### src/rtl/control_pkg.sv
// Shared encodings for the control unit: FSM states, opcodes, bus select codes
// and the one-hot instruction-class vector produced by the opcode decoder.
package control_pkg;

    typedef enum logic [3:0] {
        ST_IDLE,
        ST_FET1,
        ST_FET2,
        ST_DEC,
        ST_EX1,
        ST_RD1,
        ST_RD2,
        ST_WR1,
        ST_WR2,
        ST_BR1,
        ST_BR2,
        ST_HALT
    } state_t;

    localparam logic [3:0] OP_NOP  = 4'b0000;
    localparam logic [3:0] OP_ADD  = 4'b0001;
    localparam logic [3:0] OP_SUB  = 4'b0010;
    localparam logic [3:0] OP_AND  = 4'b0011;
    localparam logic [3:0] OP_NOT  = 4'b0100;
    localparam logic [3:0] OP_RD   = 4'b0101;
    localparam logic [3:0] OP_WR   = 4'b0110;
    localparam logic [3:0] OP_BR   = 4'b0111;
    localparam logic [3:0] OP_BRZ  = 4'b1000;
    localparam logic [3:0] OP_HALT = 4'b1111;

    localparam logic [2:0] BUS1_R0 = 3'd0;
    localparam logic [2:0] BUS1_R1 = 3'd1;
    localparam logic [2:0] BUS1_R2 = 3'd2;
    localparam logic [2:0] BUS1_R3 = 3'd3;
    localparam logic [2:0] BUS1_PC = 3'd4;

    localparam logic [1:0] BUS2_ALU  = 2'd0;
    localparam logic [1:0] BUS2_BUS1 = 2'd1;
    localparam logic [1:0] BUS2_MEM  = 2'd2;

    typedef struct packed {
        logic nop;
        logic alu;
        logic inv;
        logic rd;
        logic wr;
        logic br;
        logic brz;
        logic halt;
        logic illegal;
    } instr_class_t;

    localparam int unsigned CLS_W = $bits(instr_class_t);

endpackage

### src/rtl/control_opcode_decode.sv
// Maps a 4-bit opcode to exactly one instruction-class flag; unassigned
// opcodes raise the illegal flag and the FSM decides how to treat them.
module control_opcode_decode
    import control_pkg::*;
(
    input  logic [3:0]       opcode,
    output logic [CLS_W-1:0] cls
);

    instr_class_t c;

    always_comb begin
        c = '0;
        case (opcode)
            OP_NOP:                 c.nop     = 1'b1;
            OP_ADD, OP_SUB, OP_AND: c.alu     = 1'b1;
            OP_NOT:                 c.inv     = 1'b1;
            OP_RD:                  c.rd      = 1'b1;
            OP_WR:                  c.wr      = 1'b1;
            OP_BR:                  c.br      = 1'b1;
            OP_BRZ:                 c.brz     = 1'b1;
            OP_HALT:                c.halt    = 1'b1;
            default:                c.illegal = 1'b1;
        endcase
    end

    assign cls = c;

endmodule

### src/rtl/control_unit.sv
// Multi-cycle datapath controller: fetch/decode/execute FSM with combinational
// strobes. Optional macro CTRL_ILLEGAL_TRAP_EN traps unassigned opcodes into HALT.
module control_unit
    import control_pkg::*;
#(
    parameter int unsigned WS      = 8,
    parameter int unsigned STATE_W = 4
) (
    input  logic          clk,
    input  logic          rst,
    input  logic [WS-1:0] instruction,
    input  logic          zero,
    output logic          load_r0,
    output logic          load_r1,
    output logic          load_r2,
    output logic          load_r3,
    output logic          load_pc,
    output logic          inc_pc,
    output logic [2:0]    sel_bus_1_mux,
    output logic [1:0]    sel_bus_2_mux,
    output logic          load_ir,
    output logic          load_add_r,
    output logic          load_reg_y,
    output logic          load_reg_z,
`ifdef CTRL_ILLEGAL_TRAP_EN
    output logic          err_illegal,
`endif
    output logic          write
);

    logic [3:0]         opcode;
    logic [1:0]         src;
    logic [1:0]         dest;
    logic [CLS_W-1:0]   cls_bits;
    instr_class_t       cls;
    logic [STATE_W-1:0] state_q;
    state_t             state;
    state_t             next_state;
    logic [3:0]         load_r;

    assign opcode = instruction[WS-1:WS-4];
    assign src    = instruction[3:2];
    assign dest   = instruction[1:0];

    control_opcode_decode u_decode (
        .opcode (opcode),
        .cls    (cls_bits)
    );

    assign cls   = instr_class_t'(cls_bits);
    assign state = state_t'(state_q[$bits(state_t)-1:0]);

    always_ff @(posedge clk) begin
        if (rst) begin
            state_q <= STATE_W'(ST_IDLE);
        end else begin
            state_q <= STATE_W'(next_state);
        end
    end

`ifdef CTRL_ILLEGAL_TRAP_EN
    logic set_err;
    logic err_q;

    always_ff @(posedge clk) begin
        if (rst) begin
            err_q <= 1'b0;
        end else if (set_err) begin
            err_q <= 1'b1;
        end
    end

    assign err_illegal = err_q & ~rst;
`endif

    always_comb begin
        next_state    = state;
        load_r        = '0;
        load_pc       = 1'b0;
        inc_pc        = 1'b0;
        sel_bus_1_mux = '0;
        sel_bus_2_mux = '0;
        load_ir       = 1'b0;
        load_add_r    = 1'b0;
        load_reg_y    = 1'b0;
        load_reg_z    = 1'b0;
        write         = 1'b0;
`ifdef CTRL_ILLEGAL_TRAP_EN
        set_err       = 1'b0;
`endif
        // Reset is synchronous, so the state may still be mid-instruction
        // while rst is high; strobes are masked here rather than by state.
        if (!rst) begin
            case (state)
                ST_IDLE: next_state = ST_FET1;
                ST_FET1: begin
                    sel_bus_1_mux = BUS1_PC;
                    load_add_r    = 1'b1;
                    next_state    = ST_FET2;
                end
                ST_FET2: begin
                    sel_bus_2_mux = BUS2_MEM;
                    load_ir       = 1'b1;
                    inc_pc        = 1'b1;
                    next_state    = ST_DEC;
                end
                ST_DEC: begin
                    if (cls.alu) begin
                        sel_bus_1_mux = {1'b0, src};
                        load_reg_y    = 1'b1;
                        next_state    = ST_EX1;
                    end else if (cls.inv) begin
                        sel_bus_1_mux = {1'b0, src};
                        load_reg_z    = 1'b1;
                        sel_bus_2_mux = BUS2_ALU;
                        load_r        = 4'b0001 << dest;
                        next_state    = ST_FET1;
                    end else if (cls.rd || cls.wr || cls.br || (cls.brz && zero)) begin
                        sel_bus_1_mux = BUS1_PC;
                        load_add_r    = 1'b1;
                        if (cls.rd) begin
                            next_state = ST_RD1;
                        end else if (cls.wr) begin
                            next_state = ST_WR1;
                        end else begin
                            next_state = ST_BR1;
                        end
                    end else if (cls.brz) begin
                        // Untaken branch skips the inline target word.
                        inc_pc     = 1'b1;
                        next_state = ST_FET1;
                    end else if (cls.halt) begin
                        next_state = ST_HALT;
`ifdef CTRL_ILLEGAL_TRAP_EN
                    end else if (cls.illegal) begin
                        set_err    = 1'b1;
                        next_state = ST_HALT;
`endif
                    end else begin
                        next_state = ST_FET1;
                    end
                end
                ST_EX1: begin
                    sel_bus_1_mux = {1'b0, dest};
                    load_reg_z    = 1'b1;
                    sel_bus_2_mux = BUS2_ALU;
                    load_r        = 4'b0001 << dest;
                    next_state    = ST_FET1;
                end
                ST_RD1, ST_WR1: begin
                    sel_bus_2_mux = BUS2_MEM;
                    load_add_r    = 1'b1;
                    inc_pc        = 1'b1;
                    next_state    = (state == ST_RD1) ? ST_RD2 : ST_WR2;
                end
                ST_RD2: begin
                    sel_bus_2_mux = BUS2_MEM;
                    load_r        = 4'b0001 << dest;
                    next_state    = ST_FET1;
                end
                ST_WR2: begin
                    sel_bus_1_mux = {1'b0, src};
                    write         = 1'b1;
                    next_state    = ST_FET1;
                end
                ST_BR1: begin
                    sel_bus_2_mux = BUS2_MEM;
                    load_add_r    = 1'b1;
                    next_state    = ST_BR2;
                end
                ST_BR2: begin
                    sel_bus_2_mux = BUS2_MEM;
                    load_pc       = 1'b1;
                    next_state    = ST_FET1;
                end
                ST_HALT: next_state = ST_HALT;
                default: next_state = ST_IDLE;
            endcase
        end
    end

    assign load_r0 = load_r[0];
    assign load_r1 = load_r[1];
    assign load_r2 = load_r[2];
    assign load_r3 = load_r[3];

endmodule

### config.mk
export PLATFORM = sky130hd
export DESIGN_NAME = control_unit
export DESIGN_NICKNAME = d
export VERILOG_FILES = /design/src/rtl/control_pkg.sv /design/src/rtl/control_opcode_decode.sv /design/src/rtl/control_unit.sv
export SDC_FILE = /design/constraint.sdc
export NUM_CORES = 1
export LEC_CHECK = 0
export CORE_MARGIN = 2
export CORE_UTILIZATION = 41
export DETAILED_ROUTE_END_ITERATION = 10
export PLACE_DENSITY = 0.87
export SLEW_MARGIN = 25
export SYNTH_ARGS = -nofsm -noshare
export SYNTH_HDL_FRONTEND = slang
export SYNTH_SLANG_ARGS = --single-unit
export TNS_END_PERCENT = 30
### constraint.sdc
create_clock -name clk -period 3.2 [get_ports clk]
set_clock_uncertainty 0.2 [all_clocks]
set_input_delay 0.96 -clock clk [delete_from_list [all_inputs] [get_ports clk]]
set_output_delay 0.96 -clock clk [all_outputs]
set_load 0.05 [all_outputs]
==> flow_summary.yaml, run 1 <==
outcome:
  status: "stopped before the end"
  firstError: "[ERROR DPL-0033] detailed placement checks failed during check placement."
  failed_stage: "global routing"
clock_network:
  hold_buffers: 0
  cts_sinks: 4
  cts_buffer_depth: 2
  root_buffer: "clkbuf_4"
  htreeDepth: 1
  cts_inserted_buffers: 3
synthesis:
  ys_warn_count: 0
  syn-cell-area_um2: 619
  yosys_register_bits: 4
  synth-main-ff-cell: "dfxtp_1"
  syn_inst: 91
  synth-async-reset-ratio_pct: 0
  synth_fp_nets: 102
  ys_seq_area_share_pct: 12.9
  synth_area_per_cell_um2: 6.81
  synth-edff-count: 0
  synth_cell_type_count: 42
timing:
  endpoint_type: "output port"
  grt-worst-endpoint: "sel_bus_1_mux[2]"
place:
  io_buffers: 25
  gp_congestion: 0.871
  place_inst: 151
  hpwlAfterDp_um: 2190
die:
  die_h_um: 42.9
  io_pins: 27
  start_util_pct: 42.6
  row_count: 14
  die_w_um: 42.9
grt:
  antenna_found_initial: 0
  grt_max_degree: 14
[cells in the mapped netlist (2+ instances only)]
cell      number  share of area, %
o21ai_0        2               1.6
nor4b_1        3               4.2
o21ai_1        2               1.6
a21oi_1        6               4.8
buf_2          2               1.6
nor2b_1        2               2.0
a22o_1         2               2.8
a211oi_1       2               2.4
clkbuf_1       3               1.8
nand2_1        7               4.2
nor4_1         4               4.0
dfxtp_1        4                13
inv_1          4               2.4
nand3_1        3               2.4
nor2_1        10               6.1
nand2b_1       5               5.1
nor3_1         5               4.0
[timing repair]
item                       4_1_cts
setup endpoints to repair       15
pin swaps                        9
cloned                           0
buffers inserted                 4
resized for setup               32
[logic make-up after synthesis]
group,synth area share (%)
other,0.605
XOR/XNOR,2.83
multiplexers,1.62
AND/OR/NAND/NOR,43.2
adder cells (fa/ha/maj),1.62
AO/OA/AOI/OAI,29.5
flip-flops,12.9
buffers and inverters,7.68
[per-stage QoR]
stage          worst slack [ns]  instance area (um2)
2_1_floorplan            -0.379                  694
3_3_place_gp             -0.640                 1290
3_5_place_dp             -0.732                 1290
4_1_cts                  -0.340                 1390
==> inputs of run 2 (changes only) <==
--- a/config.mk
+++ b/config.mk
@@ -5,10 +5,10 @@
 export SDC_FILE = /design/constraint.sdc
 export NUM_CORES = 1
 export LEC_CHECK = 0
-export CORE_MARGIN = 2
-export CORE_UTILIZATION = 41
+export CORE_AREA = 2 2 63 65
 export DETAILED_ROUTE_END_ITERATION = 10
-export PLACE_DENSITY = 0.87
+export DIE_AREA = 0 0 65 67
+export PLACE_DENSITY_LB_ADDON = 0.15
 export SLEW_MARGIN = 25
 export SYNTH_ARGS = -nofsm -noshare
 export SYNTH_HDL_FRONTEND = slang
==> flow_summary.yaml, run 2 <==
synthesis:
  syn-cell-area_um2: 619
  synth_top_area_share_pct: 12.9
  synth-main-ff-cell: "dfxtp_1"
  synth-edff-count: 0
  synth_area_leaders: "dfxtp_1 13%, nor2_1 6.1%, nand2b_1 5.1%"
  synth_fp_nets: 102
  synth_area_per_cell_um2: 6.81
  synth-async-reset-ratio_pct: 0
  ys_seq_area_share_pct: 12.9
  synth.cells.most_frequent: "10 x nor2_1, 7 x nand2_1, 6 x a21oi_1"
  yosys_register_bits: 4
  synth_most_common_cell: "nor2_1"
  yosys.area.top_type: "dfxtp_1"
  synth_cell_type_count: 42
  ys_warn_count: 0
  syn_inst: 91
timing:
  hold_viol: 0
  fin_tns_setup_ns: -1.43
  fmax_ghz: 0.285
  slew_viol_final: 0
  finalSetupViolCount: 10
  rsz0062_at_grt: "true"
  fin_crit_ns: 3.51
  period_share_pct: 110
  fin_hold_ws_ns: 0.473
  setup_ws_ns: -0.309
place:
  post_dp_cell_area_um2: 1350
  place_inst: 186
  gp_congestion: 0.727
  io_buffers: 25
  hpwlAfterDp_um: 1890
  post-place-ws_ns: -0.687
grt:
  grt_util_met1_pct: 13.5
  grt_max_degree: 14
  gr-total-overflow: 0
  antenna_found_initial: 0
  grt_pass1_vias: 886
  grt_pass1_wl_um: 4020
  grt-busiest-layer: "met2"
  globalRouteMet3Util_pct: 2.36
  grtUsageTotal_pct: 11.8
  grtUsageMet2_pct: 22.2
power_and_ir_drop:
  power.leakage_nw: 0.602
  ir_worst_vdd_uv: 104
  power_uw: 341
  p_per_area_nw_per_um2: 226
detailed_routing:
  wl_per_cell_um: 12.1
  via_per_inst: 4.55
  drt_pre_antenna_iters: 4
  drt_iter0_markers: 17
  ant_nets: 0
  wl_um: 2380
  via_count: 891
  drc: 0
finish:
  drive_above_1_share_pct: 54.1
  final_core_util_pct: 41.9
  design_area_um2: 1510
  nets: 161
  antenna_cells: 0
  largest_reg_flops: 4
  n_fill_cell: 374
  area_growth_pct: 144
  final_cells: 196
  final_common_cell: "buf_4"
  layout_common_cells: "33 x buf_4, 16 x buf_12, 8 x nor2_1, 7 x nand2_1, 5 x a21oi_1"
die:
  die_w_um: 65
  core_um2: 3610
  row_count: 22
  start_util_pct: 17.2
  io_pins: 27
  die_area_um2: 4360
  die_h_um: 67
clock_network:
  htreeDepth: 1
  cts_sinks: 4
  root_buffer: "clkbuf_8"
  hold_buffers: 0
  path_clk_slew_ns: 0.03
  clock_latency_ns: 0.21
  cts_inserted_buffers: 3
  cts_buffer_depth: 2
  cts_tree: "yes"
worst_setup_path:
  arrival_ns: 2.35
  crit_fanout: 2
  required_ns: 2.04
  crit_type: "in -> out"
  cp-start-kind: "primary input"
  end_kind: "output port"
outcome:
  violations: "negative setup slack"
  status: "complete, but fails checks"
flow_run:
  drv_cap: 0
hold_path:
  hold_class: "reg -> reg"
-- run 2: cell counts after synthesis --
No cell type changed its count.
-- run 2: path summary, 6_finish.rpt --
check / start / to / slack [ns] / cells after the start
worst max-delay path: instruction[6] / sel_bus_1_mux[2] / -0.31 / 6
worst min-delay path: state[1] / state[3] / 0.47 / 2
worst max register to register: state[2] / state[2] / 1.62 / 5
worst min register to register: state[1] / state[3] / 0.47 / 2
-- run 2: layout make-up --
class                      count  area, um2  area share, %
inverter                       4       15.0          0.993
multi-input combinational     76        631           41.7
timing repair buffer          61        684           45.3
clock buffer                   3       41.3           2.73
sequential                     4       80.1           5.30
tap                           48       60.1           3.97
-- run 2: timing repair --
item                       4_1_cts  5_1_grt
gates cloned                     0        0
setup endpoints to repair       15       11
gates resized for setup         31        3
buffers inserted                 6        1
pin swaps                       11        2
-- run 2: routing by layer --
metal	vias up	wire, um
met1	413	1010
met3	2	150
met4	0	8
met5	-	0
li1	451	-
met2	25	1210
-- run 2: power breakdown --
group          leakage (nW)  switching, mW  internal (mW)  total [mW]
Clock                0.0216         0.0230         0.0799       0.103
Combinational         0.548         0.0900         0.0861       0.176
Sequential           0.0328        0.00810         0.0540      0.0621
-- run 2: cell families (layout without fill, tap and decap cells) --
kind of cell / Yosys count / in the layout / synth area share, %
AND/OR/NAND/NOR: 47 / 47 / 43.2
AO/OA/AOI/OAI: 24 / 24 / 29.5
buffers and inverters: 11 / 68 / 7.68
flip-flops: 4 / 4 / 12.9
XOR/XNOR: 2 / 2 / 2.83
adder cells (fa/ha/maj): 1 / 1 / 1.62
other: 1 / 1 / 0.605
multiplexers: 1 / 1 / 1.62
-- run 2: worst max-delay path, stage by stage --
cell,delay [ns]
buf_6,0.09
or4b_4,0.56
nor2_4,0.15
nor2_4,0.06
a2111oi_4,0.34
buf_12,0.18
Note: power is estimated with default switching activity, not from simulation.
